### config.mk
export PLATFORM = sky130hd
export DESIGN_NAME = msdf_feed_seq_flat
export DESIGN_NICKNAME = d
export VERILOG_FILES = /design/src/rtl/msdf_feed_seq_pkg.sv /design/src/rtl/msdf_feed_seq_if.sv /design/src/rtl/msdf_feed_pipe.sv /design/src/rtl/msdf_feed_seq.sv /design/src/flat_wrapper.sv
export SDC_FILE = /design/constraint.sdc
export NUM_CORES = 1
export LEC_CHECK = 0
export BUFFER_PORTS_ARGS = -buffer_cell sky130_fd_sc_hd__buf_2
export CAP_MARGIN = 20
export CORE_AREA = 2 2 308 310
export CTS_CLUSTER_SIZE = 12
export DETAILED_ROUTE_END_ITERATION = 16
export DIE_AREA = 0 0 310 312
export PLACE_DENSITY = 0.44
export SYNTH_ARGS = -nofsm -noshare
export SYNTH_HDL_FRONTEND = slang
export SYNTH_HIERARCHICAL = 1
export SYNTH_SLANG_ARGS = --single-unit
### constraint.sdc
create_clock -name clk -period 29.9 [get_ports clk]
set_clock_uncertainty 0.05 [all_clocks]
set_input_delay 2.99 -clock clk [delete_from_list [all_inputs] [get_ports clk]]
set_output_delay 2.99 -clock clk [all_outputs]
set_load 0.005 [all_outputs]
### src/rtl/msdf_feed_seq_pkg.sv
// Shared definitions for the MSDF operand-feed sequencer: FSM encoding,
// default widths and codes, and the slot-counter width helper.
package msdf_feed_pkg;

  localparam logic [2:0] ST_IDLE   = 3'd0;
  localparam logic [2:0] ST_PRE    = 3'd1;
  localparam logic [2:0] ST_STREAM = 3'd2;
  localparam logic [2:0] ST_FILL   = 3'd3;
  localparam logic [2:0] ST_FINISH = 3'd4;

  localparam int DIGIT_W_DEF   = 192;
  localparam int LAST_CODE_DEF = 4;

  localparam logic [DIGIT_W_DEF-1:0] DIGIT_ZERO = '0;

  // Slot counter width; never below one bit so tiny jobs still elaborate.
  function automatic int slotWidth(input int totalDigits);
    return (totalDigits > 2) ? $clog2(totalDigits) : 1;
  endfunction

endpackage

### src/rtl/msdf_feed_seq_if.sv
// Job, input-stream, weight-memory and output-operand signals of the
// feed sequencer bundled as one interface.
interface msdf_feed_seq_if
  import msdf_feed_pkg::*;
#(
  parameter int DIGIT_W = DIGIT_W_DEF,
  parameter int ADDR_W  = 9
);
  logic               start_valid;
  logic [ADDR_W-1:0]  start_base;
  logic               start_ready;
  logic [DIGIT_W-1:0] dataInArray_0;
  logic               pValidArray_0;
  logic               readyArray_0;
  logic [ADDR_W-1:0]  mem_addr;
  logic               mem_en;
  logic [DIGIT_W-1:0] mem_rdata;
  logic [DIGIT_W-1:0] dataOutArray_0;
  logic [DIGIT_W-1:0] dataOutArray_1;
  logic               lastOut;
  logic               validArray_0;
  logic               nReadyArray_0;
  logic               done;

  modport slave (
    input  start_valid, start_base, dataInArray_0, pValidArray_0, mem_rdata, nReadyArray_0,
    output start_ready, readyArray_0, mem_addr, mem_en, dataOutArray_0, dataOutArray_1,
           lastOut, validArray_0, done
  );

  modport master (
    output start_valid, start_base, dataInArray_0, pValidArray_0, mem_rdata, nReadyArray_0,
    input  start_ready, readyArray_0, mem_addr, mem_en, dataOutArray_0, dataOutArray_1,
           lastOut, validArray_0, done
  );
endinterface

### src/rtl/msdf_feed_pipe.sv
// Stall-able delay line carrying {valid, last, op0} so op0 arrives together
// with the weight word leaving the fixed-latency memory.
module msdf_feed_pipe #(
  parameter int DATA_W = 192,
  parameter int STAGES = 2
) (
  input  logic              clk,
  input  logic              rst,
  input  logic              en,
  input  logic              inVld,
  input  logic              inLast,
  input  logic [DATA_W-1:0] inOp0,
  output logic              outVld,
  output logic              outLast,
  output logic [DATA_W-1:0] outOp0,
  output logic              anyVld
);

  logic [STAGES-1:0] vld_p;
  logic [STAGES-1:0] last_p;
  logic [DATA_W-1:0] op0_p [STAGES];

  // Control bits shift on enable and clear on reset.
  always_ff @(posedge clk or posedge rst) begin
    if (rst) begin
      vld_p  <= '0;
      last_p <= '0;
    end else if (en) begin
      vld_p[0]  <= inVld;
      last_p[0] <= inLast;
      for (int i = 1; i < STAGES; i++) begin
        vld_p[i]  <= vld_p[i-1];
        last_p[i] <= last_p[i-1];
      end
    end
  end

  // Operand data shifts with the same enable; qualified by vld_p downstream.
  always_ff @(posedge clk) begin
    if (en) begin
      op0_p[0] <= inOp0;
      for (int i = 1; i < STAGES; i++) op0_p[i] <= op0_p[i-1];
    end
  end

  assign outVld  = vld_p[STAGES-1];
  assign outLast = last_p[STAGES-1] & vld_p[STAGES-1];
  assign outOp0  = op0_p[STAGES-1];
  assign anyVld  = |vld_p;

endmodule

### src/rtl/msdf_feed_seq.sv
// Operand-feed sequencer for an MSDF dot unit: per job emits TOTAL_DIGITS
// slots pairing a zero/streamed/last-marker digit with a weight word read
// from base+slot. The whole pipe, including the memory, stalls as one unit.
module msdf_feed_seq
  import msdf_feed_pkg::*;
#(
  parameter int DIGIT_W      = DIGIT_W_DEF,
  parameter int ADDR_W       = 9,
  parameter int PRE_DIGITS   = 4,
  parameter int A_DIGITS     = 3,
  parameter int TOTAL_DIGITS = 25,
  parameter int MEM_LAT      = 2,
  parameter int LAST_CODE    = LAST_CODE_DEF
) (
  input logic          clk,
  input logic          rst,
  msdf_feed_seq_if.slave bus
);

  localparam int SLOT_W = slotWidth(TOTAL_DIGITS);
  localparam logic [SLOT_W-1:0]  SLOT_PRE_END = SLOT_W'(PRE_DIGITS - 1);
  localparam logic [SLOT_W-1:0]  SLOT_A_END   = SLOT_W'(PRE_DIGITS + A_DIGITS - 1);
  localparam logic [SLOT_W-1:0]  SLOT_LAST    = SLOT_W'(TOTAL_DIGITS - 1);
  localparam logic [DIGIT_W-1:0] LAST_WORD    = DIGIT_W'(LAST_CODE);

  logic [2:0]         state;
  logic [SLOT_W-1:0]  slot;
  logic [ADDR_W-1:0]  base;
  logic               adv;
  logic               inject;
  logic               injLast;
  logic [DIGIT_W-1:0] injOp0;
  logic               outVld;
  logic               outLast;
  logic               anyVld;
  logic [DIGIT_W-1:0] outOp0;

  // Everything moves unless a valid output is being held by downstream.
  assign adv = ~outVld | bus.nReadyArray_0;

  // Pick what, if anything, enters the pipe this cycle.
  always_comb begin
    inject  = 1'b0;
    injLast = 1'b0;
    injOp0  = DIGIT_W'(DIGIT_ZERO);
    case (state)
      ST_PRE: inject = adv;
      ST_STREAM: begin
        inject = adv & bus.pValidArray_0;
        injOp0 = bus.dataInArray_0;
      end
      ST_FILL: begin
        inject = adv;
        if (slot == SLOT_LAST) begin
          injLast = 1'b1;
          injOp0  = LAST_WORD;
        end
      end
      default: ;
    endcase
  end

  // Job FSM, slot counter and latched base address.
  always_ff @(posedge clk or posedge rst) begin
    if (rst) begin
      state <= ST_IDLE;
      slot  <= '0;
      base  <= '0;
    end else begin
      if (inject) slot <= slot + SLOT_W'(1);
      case (state)
        ST_IDLE: begin
          if (bus.start_valid) begin
            base  <= bus.start_base;
            slot  <= '0;
            state <= (PRE_DIGITS > 0) ? ST_PRE : ST_STREAM;
          end
        end
        ST_PRE:    if (inject && slot == SLOT_PRE_END) state <= ST_STREAM;
        ST_STREAM: if (inject && slot == SLOT_A_END)   state <= ST_FILL;
        ST_FILL:   if (inject && slot == SLOT_LAST)    state <= ST_FINISH;
        ST_FINISH: if (!anyVld)                        state <= ST_IDLE;
        default:   state <= ST_IDLE;
      endcase
    end
  end

  msdf_feed_pipe #(
    .DATA_W (DIGIT_W),
    .STAGES (MEM_LAT)
  ) uPipe (
    .clk     (clk),
    .rst     (rst),
    .en      (adv),
    .inVld   (inject),
    .inLast  (injLast),
    .inOp0   (injOp0),
    .outVld  (outVld),
    .outLast (outLast),
    .outOp0  (outOp0),
    .anyVld  (anyVld)
  );

  // The address follows the slot counter; only injection cycles matter.
  assign bus.mem_addr       = base + ADDR_W'(slot);
  assign bus.mem_en         = adv;
  assign bus.start_ready    = (state == ST_IDLE);
  assign bus.readyArray_0   = (state == ST_STREAM) & adv;
  assign bus.validArray_0   = outVld;
  assign bus.dataOutArray_0 = outVld ? outOp0 : '0;
  assign bus.dataOutArray_1 = outVld ? bus.mem_rdata : '0;
  assign bus.lastOut        = outLast;
  assign bus.done           = (state == ST_FINISH) & ~anyVld;

endmodule

### src/flat_wrapper.sv
// flat-port wrapper written by rule: the top's interface ports become plain ports
module msdf_feed_seq_flat import msdf_feed_pkg::*;
#(
  parameter int DIGIT_W      = DIGIT_W_DEF,
  parameter int ADDR_W       = 9,
  parameter int PRE_DIGITS   = 4,
  parameter int A_DIGITS     = 3,
  parameter int TOTAL_DIGITS = 25,
  parameter int MEM_LAT      = 2,
  parameter int LAST_CODE    = LAST_CODE_DEF
)
  (clk, rst, bus_start_valid, bus_start_base, bus_dataInArray_0, bus_pValidArray_0, bus_mem_rdata, bus_nReadyArray_0, bus_start_ready, bus_readyArray_0, bus_mem_addr, bus_mem_en, bus_dataOutArray_0, bus_dataOutArray_1, bus_lastOut, bus_validArray_0, bus_done);
  msdf_feed_seq_if #(.DIGIT_W(DIGIT_W), .ADDR_W(ADDR_W)) bus_i ();
  input logic clk;
  input logic rst;
  input wire logic [$bits(bus_i.start_valid)-1:0] bus_start_valid;
  input wire logic [$bits(bus_i.start_base)-1:0] bus_start_base;
  input wire logic [$bits(bus_i.dataInArray_0)-1:0] bus_dataInArray_0;
  input wire logic [$bits(bus_i.pValidArray_0)-1:0] bus_pValidArray_0;
  input wire logic [$bits(bus_i.mem_rdata)-1:0] bus_mem_rdata;
  input wire logic [$bits(bus_i.nReadyArray_0)-1:0] bus_nReadyArray_0;
  output wire logic [$bits(bus_i.start_ready)-1:0] bus_start_ready;
  output wire logic [$bits(bus_i.readyArray_0)-1:0] bus_readyArray_0;
  output wire logic [$bits(bus_i.mem_addr)-1:0] bus_mem_addr;
  output wire logic [$bits(bus_i.mem_en)-1:0] bus_mem_en;
  output wire logic [$bits(bus_i.dataOutArray_0)-1:0] bus_dataOutArray_0;
  output wire logic [$bits(bus_i.dataOutArray_1)-1:0] bus_dataOutArray_1;
  output wire logic [$bits(bus_i.lastOut)-1:0] bus_lastOut;
  output wire logic [$bits(bus_i.validArray_0)-1:0] bus_validArray_0;
  output wire logic [$bits(bus_i.done)-1:0] bus_done;
  assign bus_i.start_valid = bus_start_valid;
  assign bus_i.start_base = bus_start_base;
  assign bus_i.dataInArray_0 = bus_dataInArray_0;
  assign bus_i.pValidArray_0 = bus_pValidArray_0;
  assign bus_i.mem_rdata = bus_mem_rdata;
  assign bus_i.nReadyArray_0 = bus_nReadyArray_0;
  assign bus_start_ready = bus_i.start_ready;
  assign bus_readyArray_0 = bus_i.readyArray_0;
  assign bus_mem_addr = bus_i.mem_addr;
  assign bus_mem_en = bus_i.mem_en;
  assign bus_dataOutArray_0 = bus_i.dataOutArray_0;
  assign bus_dataOutArray_1 = bus_i.dataOutArray_1;
  assign bus_lastOut = bus_i.lastOut;
  assign bus_validArray_0 = bus_i.validArray_0;
  assign bus_done = bus_i.done;
  msdf_feed_seq #(.DIGIT_W(DIGIT_W), .ADDR_W(ADDR_W), .PRE_DIGITS(PRE_DIGITS), .A_DIGITS(A_DIGITS), .TOTAL_DIGITS(TOTAL_DIGITS), .MEM_LAT(MEM_LAT), .LAST_CODE(LAST_CODE)) u_core (.clk(clk), .rst(rst), .bus(bus_i));
endmodule
# Word level (Yosys, flattened, before mapping)

Memories as Yosys holds them, arrays and structs flattened.
Cells that the tools add are included.

Register bits: 21
Bits in writable memories: 384
Bits of input ports: 398
Output and inout bits: 399
Logic and storage cells: 53
Memories kept: 1

Memories:

| memory             | words | bits a word | read ports | clocked after Yosys merged registers in | wr ports | line                 | source |
|---|---|---|---|---|---|---|---|
| u_core.uPipe.op0_p | 2     | 192         | 2          | 0                                       | 2        | msdf_feed_pipe.sv:21 | `logic [DATA_W-1:0] op0_p [STAGES];` |

Add/subtract/negate cells: 2
Equal/unequal tests: 12
Multiplexer cells: 18
Bitwise logic cells: 7
Reductions and logical operators: 8

Operators with widths:

| operator              | number |
|---|---|
| $mux W192             | 2 |
| $pmux W192 S2         | 1 |
| $mux W3               | 6 |
| $mux W5               | 3 |
| $pmux W3 S5           | 1 |
| $add A9 B5 Y9         | 1 |
| $eq A3 B2 Y1 const B  | 2 |
| $ne A2 B1 Y1 const B  | 3 |
| $add A5 B1 Y5 const B | 1 |
| $eq A5 B2 Y1 const B  | 1 |
| $eq A5 B3 Y1 const B  | 1 |
| $eq A5 B5 Y1 const B  | 1 |
| $reduce_and A5 Y1     | 1 |
| $and A1 B1 Y1         | 4 |
| $mux W1               | 4 |
| $ne A2 B2 Y1 const B  | 2 |
| $reduce_or A2 Y1      | 2 |
| $eq A3 B1 Y1 const B  | 1 |
| $eq A3 B3 Y1 const B  | 1 |
| $logic_and A1 B1 Y1   | 3 |
| $logic_not A3 Y1      | 1 |
| $not A1 Y1            | 2 |
| $pmux W1 S2           | 1 |
| $reduce_and A2 Y1     | 1 |
| $or A1 B1 Y1          | 1 |

# Longest topological paths before layout

Depth after elaboration: 7
Depth in mapped cells: 7
Mapped depth without buffers: 6

# By module

Netlist, hierarchy kept.

By module, submodules not included:

| module         | instances | cells each | area an instance (um2) |
|---|---|---|---|
| msdf_feed_pipe | 1         | 587        | 13133.8 |
| msdf_feed_seq  | 1         | 784        | 5162.5 |

# Worst setup path before layout

No wires, ideal clock.

Path kind: input port to output port
Start: in bus_nReadyArray_0
End: out bus_readyArray_0
Arrival: 11.282 ns
Slack: 15.578 ns
Stages: 3
Buffers on the path: 0
Cells stage by stage: nor2b_4 inv_1 and2_1

Longest elaborated chain between the ends: 2

Ends and longest elaborated chain:

| element              | line                 | source |
|---|---|---|
| start, declared      | flat_wrapper.sv:21   | `input wire logic [$bits(bus_i.nReadyArray_0)-1:0] bus_nReadyArray_0;` |
| $or A1 B1 Y1         | msdf_feed_seq.sv:39  | `assign adv = ~outVld \| bus.nReadyArray_0;` |
| named net bus_mem_en | flat_wrapper.sv:25   | `output wire logic [$bits(bus_i.mem_en)-1:0] bus_mem_en;` |
| $and A1 B1 Y1        | msdf_feed_seq.sv:108 | `assign bus.readyArray_0 = (state == ST_STREAM) & adv;` |
| end, declared        | flat_wrapper.sv:23   | `output wire logic [$bits(bus_i.readyArray_0)-1:0] bus_readyArray_0;` |

The timed path passes the listed nets, and every way through them passes these cells.

# Worst setup path after layout

Start: in bus_nReadyArray_0
End: out bus_mem_en

Longest elaborated chain between the ends: 1

Ends and longest elaborated chain:

| element       | line |
|---|---|
| $or A1 B1 Y1  | msdf_feed_seq.sv:39 |
| end, declared | flat_wrapper.sv:25 |

Every way passes these cells.

==> flow_summary.toml <==
[sta]
slew_violations = 0
final_hold_viol_count = 0
setup_viol = 0
max_clock_freq_mhz = 141
relSlewSlack = 0.205
fin_crit_ns = 7.10
rsz0062_at_grt = "false"
worst-slew-pin-transition_ns = 1.19
timing.final.ws_setup_ns = 22.80
period_share = 0.237
finalSetupTns_ns = 0

[synthesis]
ys_seq_area_frac = 0.659
syn_inst = 1371
synth_top_area_frac = 0.630
netlist_area_um2 = 18300
syn_area_per_cell_um2 = 13.3
synthDistinctLibCells = 44
synth_area_leaders = "edfxtp_1 63%, and2_1 13%, buf_4 8.0%, and3_1 6.5%, dfrtp_1 2.9%"
yosys_warnings = 6
synth_nets = 1778
ys_ff_latch = 405
yosysTopAreaCell = "edfxtp_1"

[grt]
use_met3 = 0.0485
use_met1 = 0.154
grt_usage = 0.167
grt_util_met2 = 0.308
top_usage_layer = "met2"
grt_pass1_wl_mm = 110
grt_max_degree = 248
grt_overflow = 0
antenna_found_initial = 83
first_global_vias = 12986

[clocking]
cts_max_level = 2
clock_latency_ns = 0.62
cts_tree = "built"
post_cts_buffers = 0
clockBufferDepth = 3
ctsHoldBuffers = 0
cts_buffers = 49
cts_root_buffer = "clkbuf_16"
path_clk_slew_ns = 0.07
cts_resized = 0
cts.sinks = 405

[placement]
globalplace.congestion = 0.895
hpwl_mm = 65.5
dp_slack_ns = 22.70
io_buffers = 796

[route]
drc = 0
postRouteWirelength_mm = 84.6
via_per_inst = 3.97
drt-initial-drc-count = 816
drt.antenna.violating_nets = 0
drt-wirelength-per-cell_um = 25.9
num_vias = 12984
first_pass_iters = 5

[final_layout]
synthToLayoutAreaGrowth_pct = 30.0
utilization = 0.256
drive_gt1_frac = 0.453
final_nets = 2354

[die]
core_area_um2 = 93000
io_pins = 797
die_x_um = 310
rows = 112
die_h_um = 312
start_util = 0.197
design.die.area_um2 = 96700

[worst_setup_path]
cp.required_ns = 26.86
cp_max_fo = 102
worst-setup-path-type = "in2out"
crit_arrival_ns = 4.06
cp-start-kind = "primary input"
critPathCaptureType = "output pin"

[run_status]
status = "completed"

[power_and_ir_drop]
leakage_uw = 0.0113
p_comb_frac = 0.329
p_total_uw = 2290
switching_share = 0.345
p_int_uw = 1500
p_sw_uw = 789
pwr_density_cell_nw_per_um2 = 96.1
max-vdd-ir-drop_uv = 52.8
p_clk_frac = 0.249
seqPwrFrac = 0.422

[min_path]
hold_path_class = "reg2reg"

[flow_run]
drv_cap = 0
[synthesized netlist by cell type]
master     count
a211o_1        1
o21ai_0        5
dfrtp_1       21
nand3_1        1
a221oi_1       2
a31o_2         2
a21oi_2        2
a211oi_1       1
and3_1       191
nor4_1         1
nand3b_1       3
buf_2          3
or3b_2         1
a2111oi_2      1
nor3_1         6
or4b_1         1
ha_1           8
and2_1       388
mux2_2        12
a32o_1         1
or2_2          1
nand2_1        4
inv_1         11
nor4b_1        1
nand4b_1       1
xnor2_1        4
buf_4        194
nor2b_4        1
edfxtp_1     384
nor4_2         1
nor4b_2        1
nor3b_1        3
nor2b_1        2
a21oi_1        5
clkbuf_1      82
xor2_1         3
mux2i_1        1
or4_4          1
nand4_1        4
a31oi_1        1
a21o_1         3
fa_1           1
nor2_1         8
buf_6          3
[flip-flops by register name, indices dropped and copies added, names as in the netlist]
name and flops:
u_core/slot 5, u_core/base 9, u_core/uPipe/last_p 2, u_core/uPipe/op0_p 384
u_core/state 3, u_core/uPipe/vld_p 2
[worst max-delay path, cell delays in order]
cell	delay [ns]
buf_2	0.13
nor2b_4	0.08
inv_8	0.41
buf_2	0.24
[placed cells by master (no fill, tap or decap), types with 2 or more instances in the layout]
cell / instances
buf_16: 2
xor2_1: 3
nor3_1: 6
edfxtp_1: 384
inv_1: 10
nand3b_1: 3
o21ai_0: 5
and3_1: 191
clkinv_16: 2
buf_4: 8
xnor2_1: 4
a21oi_1: 5
nand4_1: 4
bufinv_16: 2
nor3b_1: 3
dfrtp_4: 2
ha_1: 8
nor2b_1: 2
diode_2: 29
nand2_1: 4
a21o_1: 3
clkinv_2: 8
mux2_2: 12
a221oi_1: 2
clkbuf_16: 49
buf_2: 796
clkbuf_1: 13
and2_1: 388
dfrtp_1: 19
nor2_1: 7
a31o_2: 2
clkinv_1: 12
a21oi_2: 2
[stage by stage]
stage               hold slack [ns]  instance area [um^2]  std cells
floorplan                     0.350                 18300       1371
global placement              0.350                 22100       3148
detailed placement            0.355                 22100       3148
CTS                           0.357                 23700       3238
global route                  0.371                 23800       3266
finish                        0.361                 23800       3269
[cells by family after synthesis]
group / Yosys count / share of synthesized area
multiplexers: 13 / 0.00793
flip-flops: 405 / 0.659
adder cells (fa/ha/maj): 9 / 0.00657
buffers and inverters: 293 / 0.101
XOR/XNOR: 7 / 0.00335
AO/OA/AOI/OAI: 24 / 0.00944
AND/OR/NAND/NOR: 620 / 0.212
[layout make-up]
type,count,area (um^2)
antenna,29,72.6
clock buffer,62,1270
clock inverter,28,250
fill,9982,69300
inverter,11,48.8
multi-input combinational,673,4390
sequential,405,12100
tap,1254,1570
timing repair buffer,807,4120
[layer usage]
layer	share of wire	up-vias
li1	-	5733
met1	0.31	6363
met2	0.55	639
met3	0.079	211
met4	0.063	38
met5	0.0028	-
[final timing paths]
check | from | endpoint | slack [ns] | depth (start not counted)
min in group asynchronous | rst | u_core/uPipe/vld_p[0]$_DFFE_PP0P_ | 2.21 | 2
setup reg to reg | u_core/uPipe/vld_p[1]$_DFFE_PP0P_ | u_core/uPipe/op0_p[0][186]$_DFFE_PP_ | 26.04 | 4
hold reg to reg | u_core/uPipe/op0_p[0][113]$_DFFE_PP_ | u_core/uPipe/op0_p[0][305]$_DFFE_PP_ | 0.36 | 0
max in group asynchronous | rst | u_core/state[1]$_DFFE_PP0P_ | 26.82 | 2
hold / removal | u_core/uPipe/op0_p[0][113]$_DFFE_PP_ | u_core/uPipe/op0_p[0][305]$_DFFE_PP_ | 0.36 | 0
setup / recovery | bus_nReadyArray_0 | bus_mem_en | 22.80 | 4
[power by group through the flow]
stage,sequential (uW),combinational (uW),clock [uW]
2_1_floorplan,985,504,0
3_3_place_gp,977,743,0
3_5_place_dp,988,750,0
4_1_cts,977,752,593
5_1_grt,989,821,610
6_report,964,753,569
No activity file was read; power rests on OpenSTA's default activity.
